--- src/rtl/sha256_pkg.sv ---
// Shared SHA-256 constants, round/schedule functions and the core FSM state type.
package sha256_pkg;

   typedef enum logic [1:0] {
      S_IDLE  = 2'd0,
      S_ROUND = 2'd1,
      S_FINAL = 2'd2
   } state_e;

   localparam logic [31:0] K [0:63] = '{
      32'h428a2f98, 32'h71374491, 32'hb5c0fbcf, 32'he9b5dba5, 32'h3956c25b, 32'h59f111f1, 32'h923f82a4, 32'hab1c5ed5,
      32'hd807aa98, 32'h12835b01, 32'h243185be, 32'h550c7dc3, 32'h72be5d74, 32'h80deb1fe, 32'h9bdc06a7, 32'hc19bf174,
      32'he49b69c1, 32'hefbe4786, 32'h0fc19dc6, 32'h240ca1cc, 32'h2de92c6f, 32'h4a7484aa, 32'h5cb0a9dc, 32'h76f988da,
      32'h983e5152, 32'ha831c66d, 32'hb00327c8, 32'hbf597fc7, 32'hc6e00bf3, 32'hd5a79147, 32'h06ca6351, 32'h14292967,
      32'h27b70a85, 32'h2e1b2138, 32'h4d2c6dfc, 32'h53380d13, 32'h650a7354, 32'h766a0abb, 32'h81c2c92e, 32'h92722c85,
      32'ha2bfe8a1, 32'ha81a664b, 32'hc24b8b70, 32'hc76c51a3, 32'hd192e819, 32'hd6990624, 32'hf40e3585, 32'h106aa070,
      32'h19a4c116, 32'h1e376c08, 32'h2748774c, 32'h34b0bcb5, 32'h391c0cb3, 32'h4ed8aa4a, 32'h5b9cca4f, 32'h682e6ff3,
      32'h748f82ee, 32'h78a5636f, 32'h84c87814, 32'h8cc70208, 32'h90befffa, 32'ha4506ceb, 32'hbef9a3f7, 32'hc67178f2
   };

   localparam logic [31:0] IV [0:7] = '{
      32'h6a09e667, 32'hbb67ae85, 32'h3c6ef372, 32'ha54ff53a,
      32'h510e527f, 32'h9b05688c, 32'h1f83d9ab, 32'h5be0cd19
   };

   // Rotate within a 32-bit operand; the operand never widens before shifting.
   function automatic logic [31:0] rotr(input logic [31:0] x, input int n);
      return (x >> n) | (x << (32 - n));
   endfunction

   function automatic logic [31:0] ch(input logic [31:0] e, input logic [31:0] f, input logic [31:0] g);
      return (e & f) ^ (~e & g);
   endfunction

   function automatic logic [31:0] maj(input logic [31:0] a, input logic [31:0] b, input logic [31:0] c);
      return (a & b) ^ (a & c) ^ (b & c);
   endfunction

   function automatic logic [31:0] bsig0(input logic [31:0] x);
      return rotr(x, 2) ^ rotr(x, 13) ^ rotr(x, 22);
   endfunction

   function automatic logic [31:0] bsig1(input logic [31:0] x);
      return rotr(x, 6) ^ rotr(x, 11) ^ rotr(x, 25);
   endfunction

   function automatic logic [31:0] ssig0(input logic [31:0] x);
      return rotr(x, 7) ^ rotr(x, 18) ^ (x >> 3);
   endfunction

   function automatic logic [31:0] ssig1(input logic [31:0] x);
      return rotr(x, 17) ^ rotr(x, 19) ^ (x >> 10);
   endfunction

endpackage

--- src/rtl/sha256_round.sv ---
// One combinational SHA-256 round. Working state is packed {a,b,c,d,e,f,g,h}, a in the top word.
module sha256_round
   import sha256_pkg::*;
(
   input  logic [255:0] st_i,
   input  logic [31:0]  k_i,
   input  logic [31:0]  w_i,
   output logic [255:0] st_o
);

   logic [31:0] a, b, c, d, e, f, g, h;
   logic [31:0] t1, t2;

   assign {a, b, c, d, e, f, g, h} = st_i;
   assign t1   = h + bsig1(e) + ch(e, f, g) + k_i + w_i;
   assign t2   = bsig0(a) + maj(a, b, c);
   assign st_o = {t1 + t2, a, b, c, d + t1, e, f, g};

endmodule

--- src/rtl/sha256_iter_core.sv ---
// Iterative multi-block SHA-256 compression: R rounds per clock, H chained across blocks.
// Handshake: a block transfers on a rising edge where blk_valid and blk_ready are both high;
// blk_ready is high only in IDLE, blk_valid while busy is ignored, and M/flags are captured
// at the transfer edge so the source may change them afterwards.
module sha256_iter_core
   import sha256_pkg::*;
#(
   parameter int ROUNDS_PER_CYCLE = 1
) (
   input  logic         clk,
   input  logic         reset,
   input  logic         blk_valid,
   output logic         blk_ready,
   input  logic         blk_first,
   input  logic         blk_last,
   input  logic [0:511] M,
   output logic [0:255] hash,
   output logic         hash_valid,
   output logic         busy
);

   localparam int         R      = ROUNDS_PER_CYCLE;
   localparam logic [5:0] T_LAST = 6'(64 - R);

   state_e        state_q;
   logic [5:0]    t_q;
   logic          first_q;
   logic          last_q;
   logic [31:0]   w_q [0:15];
   logic [31:0]   w_d [0:15];
   logic [31:0]   h_q [0:7];
   logic [255:0]  st_q;
   logic [255:0]  hash_q;
   logic          hash_valid_q;
   logic [255:0]  chain [0:R];
   logic [255:0]  h_flat;
   logic [255:0]  iv_flat;
   logic [255:0]  h_new;

   // R rounds chained combinationally; round j of this cycle uses K[t+j] and W[t+j] = w_q[j].
   assign chain[0] = st_q;
   for (genvar j = 0; j < R; j++) begin : g_rounds
      logic [5:0] k_idx;
      assign k_idx = t_q + 6'(j);
      sha256_round u_round (
         .st_i (chain[j]),
         .k_i  (K[k_idx]),
         .w_i  (w_q[j]),
         .st_o (chain[j+1])
      );
   end

   // Message schedule: extend the 16-word window by R words, then slide it forward by R.
   always_comb begin
      logic [31:0] ext [0:15+R];
      for (int k = 0; k < 16; k++) ext[k] = w_q[k];
      for (int j = 0; j < R; j++)
         ext[16+j] = ssig1(ext[14+j]) + ext[9+j] + ssig0(ext[1+j]) + ext[j];
      for (int k = 0; k < 16; k++) w_d[k] = ext[k+R];
   end

   // Flattened chaining values and the feed-forward sum; a first block adds onto IV, not H.
   always_comb begin
      h_flat  = '0;
      iv_flat = '0;
      h_new   = '0;
      for (int i = 0; i < 8; i++) begin
         h_flat[255-32*i -: 32]  = h_q[i];
         iv_flat[255-32*i -: 32] = IV[i];
         h_new[255-32*i -: 32]   = (first_q ? IV[i] : h_q[i]) + st_q[255-32*i -: 32];
      end
   end

   // Control FSM with the working state, schedule window, H registers and digest output.
   always_ff @(posedge clk) begin
      if (reset) begin
         state_q      <= S_IDLE;
         t_q          <= '0;
         first_q      <= 1'b0;
         last_q       <= 1'b0;
         st_q         <= '0;
         hash_q       <= '0;
         hash_valid_q <= 1'b0;
         for (int i = 0; i < 8; i++)  h_q[i] <= IV[i];
         for (int k = 0; k < 16; k++) w_q[k] <= '0;
      end else begin
         hash_valid_q <= 1'b0;
         case (state_q)
            S_IDLE: begin
               if (blk_valid) begin
                  first_q <= blk_first;
                  last_q  <= blk_last;
                  for (int k = 0; k < 16; k++) w_q[k] <= M[k*32 +: 32];
                  st_q    <= blk_first ? iv_flat : h_flat;
                  t_q     <= '0;
                  state_q <= S_ROUND;
               end
            end
            S_ROUND: begin
               st_q <= chain[R];
               w_q  <= w_d;
               t_q  <= t_q + 6'(R);
               if (t_q == T_LAST) state_q <= S_FINAL;
            end
            S_FINAL: begin
               for (int i = 0; i < 8; i++) h_q[i] <= h_new[255-32*i -: 32];
               if (last_q) begin
                  hash_q       <= h_new;
                  hash_valid_q <= 1'b1;
               end
               state_q <= S_IDLE;
            end
            default: state_q <= S_IDLE;
         endcase
      end
   end

   assign blk_ready  = (state_q == S_IDLE);
   assign busy       = ~blk_ready;
   assign hash       = hash_q;
   assign hash_valid = hash_valid_q;

endmodule

--- config.mk ---
export PLATFORM = sky130hd
export DESIGN_NAME = sha256_iter_core
export DESIGN_NICKNAME = d
export VERILOG_FILES = /design/src/rtl/sha256_pkg.sv /design/src/rtl/sha256_round.sv /design/src/rtl/sha256_iter_core.sv
export SDC_FILE = /design/constraint.sdc
export NUM_CORES = 2
export LEC_CHECK = 0
export CORE_AREA = 2 2 391 393
export DETAILED_ROUTE_END_ITERATION = 10
export DIE_AREA = 0 0 393 395
export HOLD_SLACK_MARGIN = 0.1
export PLACE_DENSITY = 0.76
export RECOVER_POWER = 25
export SYNTH_ARGS = -nofsm -noshare
export SYNTH_HDL_FRONTEND = slang
export SYNTH_SLANG_ARGS = --single-unit
--- constraint.sdc ---
create_clock -name clk -period 24.2 [get_ports clk]
set_clock_uncertainty 0.05 [all_clocks]
set_input_delay 2.42 -clock clk [delete_from_list [all_inputs] [get_ports clk]]
set_output_delay 2.42 -clock clk [all_outputs]
set_load 0.02 [all_outputs]
==> flow_summary.yaml <==
outcome:
  status: "finished, violations left"
  violations: "max-capacitance violations, max-slew violations"
place:
  dp.final_hpwl_um: 257000
  numPortBuffers: 775
  gp_congestion: 1.04
  place_inst: 12200
final_layout:
  finalNetCount: 11500
  multi_input_comb_area_mm2: 0.0482
  drive_gt1_frac: 0.0502
  fillCellCount: 13300
  utilization: 0.625
  fin_cells: 12600
  syn2layout_area_growth_pct: 16.3
  seq_area_mm2: 0.0284
synth:
  synthTopCellsByCount: "nand2_1 (1461), nor2_1 (1416), dfxtp_1 (1035)"
  ys_seq_area_frac: 0.350
  synth_seq_cells: 1291
  synth_top_area_frac: 0.255
  synth_top_family_by_area: "simple AND/OR/NAND/NOR gates"
  synth.area.mux_share: 0.00738
  synthAdderAreaFrac: 0.110
  synth_edf_count: 256
  async_reset_ff_frac: 0
  synth_simple_gate_area_share: 0.218
  synth.distinct_cells: 84
  synthFlopType: "dfxtp_1"
  synthTopCellsByArea: "dfxtp_1 (26%), edfxtp_1 (9.5%), nand2_1 (6.8%)"
  syn_area_mm2: 0.0812
  yosys_warnings: 0
  synth.largest_area_cell: "dfxtp_1"
  yosysMostFrequentCell: "nand2_1"
  syn_avg_cell_area_um2: 8.03
  synth_xor_area_frac: 0.0637
  synth-compound-area-share: 0.194
  syn_nets: 11200
  postSynthCellCount: 10100
grt:
  grt_use_total: 0.425
  grt_pass1_vias: 72400
  grt_start_max_net_pins: 287
  grt_remaining_overflow: 0
  antenna_found_initial: 67
  grt_pass1_wl_um: 490000
critical_path:
  worstPathRequired_ns: 24.68
  reg2reg_slack_ns: 14.24
  endpoint_kind: "flop"
  reg2reg_from: "t_q[0]$_SDFFE_PP0P_"
  timing.rr.end: "st_q[253]$_SDFFE_PP0P_"
  arrival_ns: 14.39
  r2r_cells: 34
  startpoint_type: "input port"
  cp_max_fo: 104
  critPathKind: "in -> reg"
clock_tree:
  tritoncts: "yes"
  cts_hold_buffers: 0
  numCtsBuffers: 143
  cts_resized: 0
  clock-sinks: 1291
  clock_latency_ns: 0.81
  clock-root-buffer: "clkbuf_16"
  cts_buffer_depth: 3
  clk_pin_slew_ns: 0.06
  htreeDepth: 4
  cts_setup_buffers: 0
routing:
  wl_um: 343000
  drc: 0
  wl_per_cell_um: 27.3
  num_vias: 79700
  viasPerCell: 6.35
  antenna_left: 0
  firstDrtPassIters: 9
  drtIter0Drc: 11300
timing:
  timing.final.crit_share: 0.575
  hold_viol: 0
  tightest_slew_ns: 8.77
  rsz0062_at_grt: "no"
  max_freq_mhz: 71.9
  relSlewSlack: -4.85
  finalSetupTns_ns: 0
  min_period_ns: 13.91
  drv_slew: 1191
  setup_violations: 0
hold_path:
  min_from: "hash[1]$_SDFFE_PP0P_"
  hp-class: "reg -> reg"
  worstHoldEndpoint: "hash[1]$_SDFFE_PP0P_"
  holdPathStages: 2
floorplanning:
  num_io_pins: 776
  rows: 143
  die_area_mm2: 0.155
  start_util: 0.537
  core_mm2: 0.151
  fp.dieH_um: 395
  die_w_um: 393
flow_run:
  drv_cap: 19
-- final cells by class --
cell class              count  share of cell area
clock buffers             203              0.0441
multi-input cells        7602               0.510
diodes                     52             0.00138
clock inverters            60             0.00799
flip-flops and latches   1291               0.301
repair buffers            875              0.0904
inverters                 448              0.0178
well taps                2030              0.0269
-- registers in the layout (all words and copies together), names as in the netlist --
| signal | count |
|---|---|
| t_q | 6 |
| w_q | 32 |
| hash | 256 |
| st_q | 256 |
| h_q | 256 |
| hash_valid | 1 |
| w_d | 480 |
| first_q | 1 |
| last_q | 1 |
| state_q | 2 |
-- through the flow --
step	hold WS (ns)	setup WS, ns	instance area (um2)
finish	0.404	10.29	94400
global route	0.425	10.03	94400
CTS	0.408	14.64	94400
detailed placement	0.400	14.70	89500
global placement	0.392	14.82	89500
floorplan	0.396	16.18	81200
-- critical path: stages --
cell,delay [ns]
clkbuf_1,3.34
clkbuf_1,1.94
clkinvlp_2,3.02
and2_0,2.08
buf_4,0.93
and2_1,0.37
-- layer usage --
| metal | vias up | GRT usage | wire length [um] |
|---|---|---|---|
| met4 | 38 | 0.181 | 15500 |
| li1 | 35500 | - | - |
| met3 | 710 | 0.126 | 46100 |
| met1 | 38400 | 0.622 | 144000 |
| met2 | 5025 | 0.573 | 138000 |
| met5 | - | 0 | 260 |
-- logic make-up after synthesis --
kind of cell | Yosys count
AOI/OAI and AO/OA | 2323
xor gates and xnor gates | 589
adders and majority gates | 596
buffers and inverters | 1220
DFF | 1291
muxes | 49
and+or+nand+nor | 4045
-- how the worst max path moves through the flow --
stage | from | endpoint | depth (start not counted)
5_1_grt | reset | h_q[0][20]$_SDFFCE_PN0P_ | 6
2_1_floorplan | t_q[1]$_SDFFE_PP0P_ | st_q[253]$_SDFFE_PP0P_ | 37
4_1_cts | t_q[0]$_SDFFE_PP0P_ | st_q[253]$_SDFFE_PP0P_ | 34
6_report | reset | h_q[0][20]$_SDFFCE_PN0P_ | 6
3_3_place_gp | t_q[0]$_SDFFE_PP0P_ | st_q[253]$_SDFFE_PP0P_ | 34
3_5_place_dp | t_q[0]$_SDFFE_PP0P_ | st_q[253]$_SDFFE_PP0P_ | 34
-- cells in the final DEF, fill, tap and decap left out, drive strengths merged, types with 17 or more instances in the layout --
cell type	n
o221ai	54
o31ai	23
dlygate4sd3	251
mux2	17
nor2	1416
nor3	367
inv	454
buf	90
xnor2	344
dfxtp	1035
a21o	193
a2111oi	40
or3	23
clkbuf	215
clkdlybuf4s50	522
xor2	245
and3	30
a311oi	494
mux2i	25
nor3b	93
nand2b	94
clkinv	40
a21oi	738
o21a	47
edfxtp	256
and2	51
nand4	27
nand3	83
or2	171
nor2b	198
a31oi	45
a211oi	167
o21bai	55
ha	399
fa	195
o21ai	289
nand2	1461
o211ai	28
diode	52
Power is not shown: default switching activity piles up to over one toggle a cycle in this logic, so the estimate is an artifact.
